$ cat config.mk
export PLATFORM = sky130hd
export DESIGN_NAME = imem_loader
export DESIGN_NICKNAME = d
export VERILOG_FILES = /design/src/rtl/imem_loader_pkg.sv /design/src/rtl/imem_loader.sv
export SDC_FILE = /design/constraint.sdc
export NUM_CORES = 1
export LEC_CHECK = 0
export BUFFER_PORTS_ARGS = -buffer_cell sky130_fd_sc_hd__buf_4
export CORE_ASPECT_RATIO = 0.5
export CORE_MARGIN = 8
export CORE_UTILIZATION = 59
export DETAILED_ROUTE_END_ITERATION = 10
export PLACE_DENSITY = 0.89
export SLEW_MARGIN = 30
export SYNTH_ARGS = -nofsm -noshare
export SYNTH_HDL_FRONTEND = slang
export SYNTH_SLANG_ARGS = --single-unit
export TNS_END_PERCENT = 5
$ cat constraint.sdc
create_clock -name clk -period 2.8 [get_ports clk]
set_clock_uncertainty 0.2 [all_clocks]
set_input_delay 0.42 -clock clk [delete_from_list [all_inputs] [get_ports clk]]
set_output_delay 0.42 -clock clk [all_outputs]
set_load 0.01 [all_outputs]
$ cat src/rtl/imem_loader_pkg.sv
// imem_loader_pkg: loader FSM states and frame geometry shared by the loader and its bench.
package imem_loader_pkg;
  typedef enum logic [3:0] {IDLE, HDR_LO, HDR_HI, W0, W1, W2, CHK, DONE, ERR} state_t;
  localparam int BYTES_PER_WORD = 3;
  localparam int HDR_BYTES = 2;
endpackage

$ cat src/rtl/imem_loader.sv
// imem_loader: packs a framed byte stream into instruction words and writes them to imem.
// Optional trailing XOR checksum byte when IMEM_LOADER_CHECKSUM_EN is defined.
module imem_loader
  import imem_loader_pkg::*;
#(
  parameter int ADDR_WIDTH = 12,
  parameter int INSTR_WIDTH = 19,
  parameter int unsigned BASE_ADDR = 0
) (
  input  logic                   clk,
  input  logic                   rst,
  input  logic                   start,
  input  logic [7:0]             in_data,
  input  logic                   in_valid,
  output logic                   in_ready,
  output logic                   wr_en,
  output logic [ADDR_WIDTH-1:0]  wr_addr,
  output logic [INSTR_WIDTH-1:0] wr_data,
  output logic                   cpu_hold,
  output logic                   busy,
  output logic                   done,
  output logic                   err
);
  localparam int CNT_W = HDR_BYTES * 8 - 4;
  localparam int B2_SH = INSTR_WIDTH - 8 * (BYTES_PER_WORD - 1);
`ifdef IMEM_LOADER_CHECKSUM_EN
  localparam state_t END_ST = CHK;
`else
  localparam state_t END_ST = DONE;
`endif
  state_t state, state_n;
  logic [7:0] cnt_lo, b0, b1, csum;
  logic [CNT_W-1:0] n, k, n_hdr;
  logic xfer, wr, b2_bad, hdr_bad;
  assign busy = !(state inside {IDLE, DONE, ERR});
  assign in_ready = busy;
  assign done = state == DONE;
  assign err = state == ERR;
  assign cpu_hold = !(state inside {IDLE, DONE});
  assign xfer = in_valid && in_ready;
  assign n_hdr = {in_data[3:0], cnt_lo};
  assign b2_bad = |(in_data >> B2_SH);
  // The range check guarantees the write address never wraps.
  assign hdr_bad = |in_data[7:4] || (32'(BASE_ADDR) + 32'(n_hdr) > (32'd1 << ADDR_WIDTH));
  always_comb begin
    state_n = state;
    wr = 1'b0;
    case (state)
      IDLE, DONE, ERR: state_n = start ? HDR_LO : state;
      HDR_LO: state_n = xfer ? HDR_HI : state;
      HDR_HI: state_n = !xfer ? state : hdr_bad ? ERR : n_hdr == '0 ? END_ST : W0;
      W0: state_n = xfer ? W1 : state;
      W1: state_n = xfer ? W2 : state;
      W2: begin
        wr = xfer && !b2_bad;
        state_n = !xfer ? state : b2_bad ? ERR : k == n - 1'b1 ? END_ST : W0;
      end
      CHK: state_n = !xfer ? state : in_data == csum ? DONE : ERR;
      default: state_n = IDLE;
    endcase
  end
  always_ff @(posedge clk or negedge rst) begin
    if (!rst) begin
      state <= IDLE;
      cnt_lo <= '0;
      b0 <= '0;
      b1 <= '0;
      csum <= '0;
      n <= '0;
      k <= '0;
      wr_en <= 1'b0;
      wr_addr <= ADDR_WIDTH'(BASE_ADDR);
      wr_data <= '0;
    end else begin
      state <= state_n;
      wr_en <= wr;
      csum <= (start && !busy) ? '0 : xfer ? csum ^ in_data : csum;
      if (xfer && state == HDR_LO) cnt_lo <= in_data;
      if (xfer && state == HDR_HI) begin
        n <= n_hdr;
        k <= '0;
      end
      if (xfer && state == W0) b0 <= in_data;
      if (xfer && state == W1) b1 <= in_data;
      if (wr) begin
        wr_addr <= ADDR_WIDTH'(32'(BASE_ADDR) + 32'(k));
        wr_data <= {in_data[INSTR_WIDTH-17:0], b1, b0};
        k <= k + 1'b1;
      end
    end
  end
endmodule

==> metrics.txt, run 1 <==
DRT antenna net count 0; Setup CP Type reg -> reg; Leak 0.00259 uW; min-delay src in_data[2]; distinct cell type count after synthesis 58; cell total after placement 579; die area 10,900 sq um; run status finished, final reports clean; synthesized netlist cell count 450; nets approximately 510; mean routed wirelength per cell around 17 um; Num CTS Buffers 9; Chip Width roughly 140 um; final non-filler cell area ~5300 sq um; number of port buffers 48; final cell count without fillers around 600; GR peak layer met2; sequential area share after synthesis 0.511; # H-tree levels 3; met3 GRT Util 0.0501; DIE HEIGHT between 70 and 80 um; EDFF count, synth 0; DR vias 3,486; Slew Viols, Final 0; via/cell ratio a little under 6; starting density of the core 0.611; Synth Register Bits between 90 and 100; Setup crit start kind flip-flop; crit-path max cell delay about 560 ps; I/O pin count 49; max-cap viol count 0; PD cells between 900 and 1000 nW/um^2; total grt overflow 0; initial antenna violation count 0; max_slew headroom 0.595; CP cell instances or4b_1 -> a21boi_0 -> o2bb2ai_2 -> o211a_1 -> mux2_1; final WL approximately 10,000 um; synth warn 0; Post-DP HPWL 7000 um; DR iter-0 viols approximately 290; CTS max path bufs 2; power consumption 4800 uW; post-CTS setup repair buffer count 0; Fillers 521; syn_area_per_cell 10.0 sq um; Placer Congestion slightly above 0.9; Setup TNS Final 0 ps; WP data arrival 2640 ps; clock latency on the worst-skew pair roughly 340 ps; vias in the first global route around 3,400; Min Clock Period, post-route roughly 2600 ps; Worst VDD drop around 0.43 mV; DRC 0; post-synth net total roughly 460; r2r worst-path depth 5; DP Area slightly below 5000 sq um; Hold Crit Class in -> reg; FF-to-FF End cnt_lo[7]; Placeable Area 7380 sq um; Critical Path RT 2820 ps; Worst Tran Pin Value ~590 ps; share of layout cells above drive strength 1 0.212; largest net degree at the start of global routing between 40 and 50; Hold Crit Depth 3; area delta synth->final 17.1%; fmax between 300 and 400 MHz; std cell rows 22; Crit-path slowest cell or4b_1; clock slew seen by the registers of the worst setup and hold paths about 70 ps; Final Hold Viols 0; met2 GRT Util 0.315; antenna cell count 0; Synth Flop Type dfrtp_1; FFs w/ async S/R, synth 1.00; R2R Path Start state[1]; critical path's top delay family compound AO/OA/AOI/OAI gates; clock sinks 92; R2R setup slack ~180 ps; CP max FO 13; Post-Syn Area roughly 4500 sq um; setup violators final 0; WP buf/inv 0; GRT Util Overall 0.195; TritonCTS clock tree yes; DRT Pass-1 Iters 5; crit end category flip-flop; M1 GR Usage 0.250; first-pass GRT wire length roughly 17,000 um; RSZ-0062 raised after global routing no; Final period util 0.936; Hold Path End wr_data[18]; Clock Tree Root clkbuf_16
==> metrics by stage <==
| step | setup slack [ps] | hold WS, ps | utilization |
|---|---|---|---|
| floorplan | 543 | -75.6 | - |
| global placement | 354 | 243 | 0.669 |
| detailed placement | 273 | 257 | 0.669 |
| CTS | 219 | 169 | 0.715 |
| global route | 88.2 | 180 | 0.715 |
| finish | 180 | 180 | 0.715 |
==> worst max path at each step <==
stage           endpoint     start  cells after the start  slack [ps]
2_1_floorplan  cnt_lo[1]  state[2]                      7         540
3_3_place_gp   cnt_lo[2]  state[1]                      6         350
3_5_place_dp   cnt_lo[7]  state[1]                      6         270
4_1_cts        cnt_lo[7]  state[1]                      5         220
5_1_grt        cnt_lo[7]  state[1]                      5          90
6_report       cnt_lo[7]  state[1]                      5         180
==> state kept, by name (all words and copies together), names as in the netlist, 4 cells and up <==
register / cells
wr_addr: 12
k: 12
b0: 8
state: 4
n: 12
wr_data: 19
cnt_lo: 8
csum: 8
b1: 8
==> routing by layer <==
| layer | part of all wire | wire (um) |
|---|---|---|
| met4 | 0.015 | 150 |
| met3 | 0.056 | 562 |
| met1 | 0.44 | 4420 |
| met2 | 0.49 | 4970 |
| met5 | 0 | 0 |
==> timing repair <==
action | 4_1_cts | 5_1_grt
hold buffers | 1 | 0
resized for setup | 0 | 0
endpoints found under the hold margin | 45 | 0
==> tightest hold or removal path: stages <==
cell     delay (ps)
buf_4           160
nand2_1          70
nand2_1          40
==> cells in the mapped netlist (2+ instances only) <==
| cell | n | area share |
|---|---|---|
| and4b_1 | 2 | 0.0044 |
| ha_1 | 2 | 0.0056 |
| buf_6 | 3 | 0.0075 |
| o21ai_1 | 11 | 0.012 |
| nor2_1 | 27 | 0.022 |
| xor2_1 | 4 | 0.0078 |
| dfrtp_1 | 92 | 0.51 |
| buf_2 | 9 | 0.010 |
| a22o_1 | 2 | 0.0039 |
| nand2_1 | 114 | 0.095 |
| or2_1 | 2 | 0.0028 |
| xnor2_1 | 16 | 0.031 |
| mux2_1 | 13 | 0.032 |
| nand3_1 | 8 | 0.0089 |
| nor2b_1 | 3 | 0.0042 |
| o31ai_1 | 4 | 0.0067 |
| o21ai_0 | 19 | 0.021 |
| and2_1 | 4 | 0.0056 |
| mux2_2 | 21 | 0.052 |
| or4_1 | 2 | 0.0033 |
| a21o_1 | 2 | 0.0033 |
| inv_1 | 5 | 0.0042 |
| a2111oi_0 | 2 | 0.0039 |
| a32o_1 | 2 | 0.0044 |
| nor4_1 | 2 | 0.0028 |
| nor4_4 | 2 | 0.0094 |
| inv_2 | 2 | 0.0017 |
| buf_4 | 3 | 0.0050 |
| a21oi_1 | 10 | 0.011 |
| clkbuf_1 | 10 | 0.0083 |
| nand4_1 | 6 | 0.0083 |
| and3_1 | 4 | 0.0056 |
| mux2i_1 | 5 | 0.011 |
| nor3_1 | 5 | 0.0056 |
| nand2b_1 | 9 | 0.012 |
==> area by class of cell <==
cell class	instances	area, sq um	area share
multi-input cells	325	2030	0.385
inverters	7	26.3	0.00498
clock inverters	7	105	0.0199
flip-flops and latches	92	2300	0.436
clock buffers	9	225	0.0427
repair buffers	60	465	0.0882
well taps	96	120	0.0228
==> layout by cell type (no fill, tap or decap), types with 3 or more instances in the layout <==
master / Yosys / layout
a21oi_1: 10 / 10
and2_1: 4 / 4
and3_1: 4 / 4
buf_4: 3 / 58
clkbuf_16: 0 / 9
dfrtp_1: 92 / 92
inv_1: 5 / 5
mux2_1: 13 / 13
mux2_2: 21 / 21
mux2i_1: 5 / 5
nand2_1: 114 / 114
nand2b_1: 9 / 9
nand3_1: 8 / 8
nand4_1: 6 / 6
nor2_1: 27 / 27
nor2b_1: 3 / 3
nor3_1: 5 / 5
o21ai_0: 19 / 19
o21ai_1: 11 / 11
o31ai_1: 4 / 4
xnor2_1: 16 / 16
xor2_1: 4 / 4
==> logic make-up after synthesis <==
group	Yosys count	share of synthesized area
simple gates	198	0.210
flops	92	0.511
compound gates	64	0.0903
mux	40	0.101
buf+inv	33	0.0378
xor+xnor	21	0.0439
fa+ha+maj	2	0.00555
==> power breakdown <==
| group | leakage, uW | internal (uW) | switching (uW) |
|---|---|---|---|
| logic | 0.00123 | 731 | 732 |
| clock network | 0.000159 | 796 | 534 |
| registers | 0.00121 | 1670 | 339 |
(Power assumes the default switching activity.)
==> run 2, diff against run 1 <==
==> config.mk (replaced) <==
export PLATFORM = sky130hd
export DESIGN_NAME = imem_loader
export DESIGN_NICKNAME = d
export VERILOG_FILES = /design/src/rtl/imem_loader_pkg.sv /design/src/rtl/imem_loader.sv
export SDC_FILE = /design/constraint.sdc
export NUM_CORES = 1
export LEC_CHECK = 0
export CORE_ASPECT_RATIO = 0.5
export CORE_MARGIN = 8
export CORE_UTILIZATION = 60
export DETAILED_ROUTE_END_ITERATION = 10
export DONT_BUFFER_PORTS = 1
export PLACE_DENSITY = 0.85
export SYNTH_ARGS = -nofsm -noshare
export SYNTH_HDL_FRONTEND = slang
export SYNTH_SLANG_ARGS = --single-unit
export TNS_END_PERCENT = 5
==> metrics.txt, run 2 (synthesis gave the netlist of run 1 again) <==
run status finished, final reports clean; Worst VDD drop 0.483 mV (+13%); fmax 394 MHz (+3.2%); clock slew seen by the registers of the worst setup and hold paths 70 ps (about the same); Leak 0.00236 uW (-9.1%); Chip Width 139 um (-0.74%); Sw Ratio 0.346 (+0.0117); most frequent cells in the layout 114 x nand2_1, 92 x dfrtp_1, 27 x nor2_1; nets 464 (-8.8%); Num CTS Buffers 9 (unchanged); R2R Path Start state[1]; Biggest register wr_data; RSZ-0062 raised after global routing no; initial antenna violation count 0 (unchanged); max_slew headroom 0.628 (+0.0325); Gate power share 0.294 (-0.010); WP data arrival 2560 ps (-80 ps); DR iter-0 viols 274 (-4.2%); via/cell ratio 5.81 (-0.68%); std cell rows 22 (unchanged); DRC 0 (unchanged); Clock Tree Root clkbuf_16; I/O pin count 49 (unchanged); Critical Path RT 2820 ps (about the same); hold_buf cts 5 (+4); Int Pwr 3000 uW (-6.1%); antenna cell count 0 (unchanged); post_cts resized 0 (unchanged); PD cells 926 nW/um^2 (+1.7%); # H-tree levels 3 (unchanged); Min Clock Period, post-route 2540 ps (-82.4 ps); final WL 9610 um (-4.9%); post-CTS setup repair buffer count 0 (unchanged); R2R setup slack 260 ps (+80 ps); Worst Tran Pin Value 543 ps (-47.4 ps); DRT Pass-1 Iters 4 (-1); Hold Crit Depth 1 (-2); commonest non-fill, non-tap cell in the layout nand2_1; FF-to-FF End cnt_lo[2]; Setup TNS Final 0 ps (unchanged); final non-filler cell area 4960 sq um (-6.1%); Slew Viols, Final 0 (unchanged); min-delay src in_data[4]; total grt overflow 0 (unchanged); Final period util 0.906 (-0.0294); power consumption 4590 uW (-4.5%); vias in the first global route 3,257 (-5.1%); Setup crit start kind flip-flop; Hold Crit Class in -> reg; max reg flops 19 (unchanged); Hold Path End cnt_lo[4]; largest net degree at the start of global routing 93 (+90%); Reg power frac 0.437 (+0.018); Placer Congestion 0.909 (-2.5%); DR vias 3,201 (-8.2%); GRT Util Overall 0.188 (-0.00635); clock latency on the worst-skew pair 350 ps (about the same); starting density of the core 0.618 (+0.00691); Setup CP Type reg -> reg; area delta synth->final 10.0%; die area 10,700 sq um (-1.4%); CP max FO 13 (unchanged); first-pass GRT wire length 16,500 um (-3.7%); r2r worst-path depth 6 (+1); share of layout cells above drive strength 1 0.125 (-0.0867); clock sinks 92 (unchanged); WHS 8.99 ps (-171 ps); CTS max path bufs 2 (unchanged); Placeable Area 7290 sq um (-1.1%); Post-DP HPWL 6460 um (-7.7%); Switch Pwr 1590 uW (-1.1%); mean routed wirelength per cell 17.4 um (+2.8%); Clk pwr share 0.269 (-0.008); DP Area 4560 sq um (-7.6%); TritonCTS clock tree yes; crit end category flip-flop; DIE HEIGHT 77.3 um (-0.66%); setup violators final 0 (unchanged); Final Hold Viols 0 (unchanged); DRT antenna net count 0 (unchanged); number of port buffers 0 (-100%); max-cap viol count 0 (unchanged)
==> run 2: power by group through the flow <==
| stage | clock network, uW | logic (uW) | registers, uW |
|---|---|---|---|
| 2_1_floorplan | 0 | 1150 | 1900 |
| 3_3_place_gp | 0 | 1260 | 2000 |
| 3_5_place_dp | 0 | 1300 | 2020 |
| 4_1_cts | 1260 | 1360 | 2000 |
| 5_1_grt | 1310 | 1520 | 2050 |
| 6_report | 1230 | 1350 | 2000 |
==> run 2: area by class of cell <==
class | instances | area, sq um
clock buffers | 9 | 225
clock inverters | 7 | 91.3
fillers | 533 | 2340
inverters | 7 | 26.3
multi-input cells | 325 | 2030
flip-flops and latches | 92 | 2300
well taps | 96 | 120
repair buffers | 15 | 158
==> run 2: worst max-delay path by stage <==
stage,to,from
finish,cnt_lo[2],state[1]
floorplan,cnt_lo[1],state[2]
detailed placement,cnt_lo[2],state[1]
global placement,cnt_lo[0],state[1]
CTS,cnt_lo[2],state[1]
global route,cnt_lo[6],state[1]
==> run 2: per-layer routing <==
layer,global-route usage,wire (um),share of wire,vias to the layer above
li1,-,-,-,1539
met1,0.235,4370,0.45,1580
met2,0.306,4570,0.48,77
met3,0.0590,608,0.063,5
met4,0.0603,70,0.0073,0
met5,0,0,0,-
==> run 2: worst max-delay path, cell delays in order (launching register included) <==
cell and delay [ps]:
dfrtp_1 500, or3_4 470, o21ai_1 120, o32a_1 170, o22a_2 220, o211a_1 370
mux2_1 370
==> run 2: metrics by stage <==
stage               std cells  utilization  setup WS (ps)
floorplan                 450            -            543
global placement          529        0.625            337
detailed placement        529        0.625            289
CTS                       550        0.678            257
global route              551        0.679            110
finish                    551        0.679            263
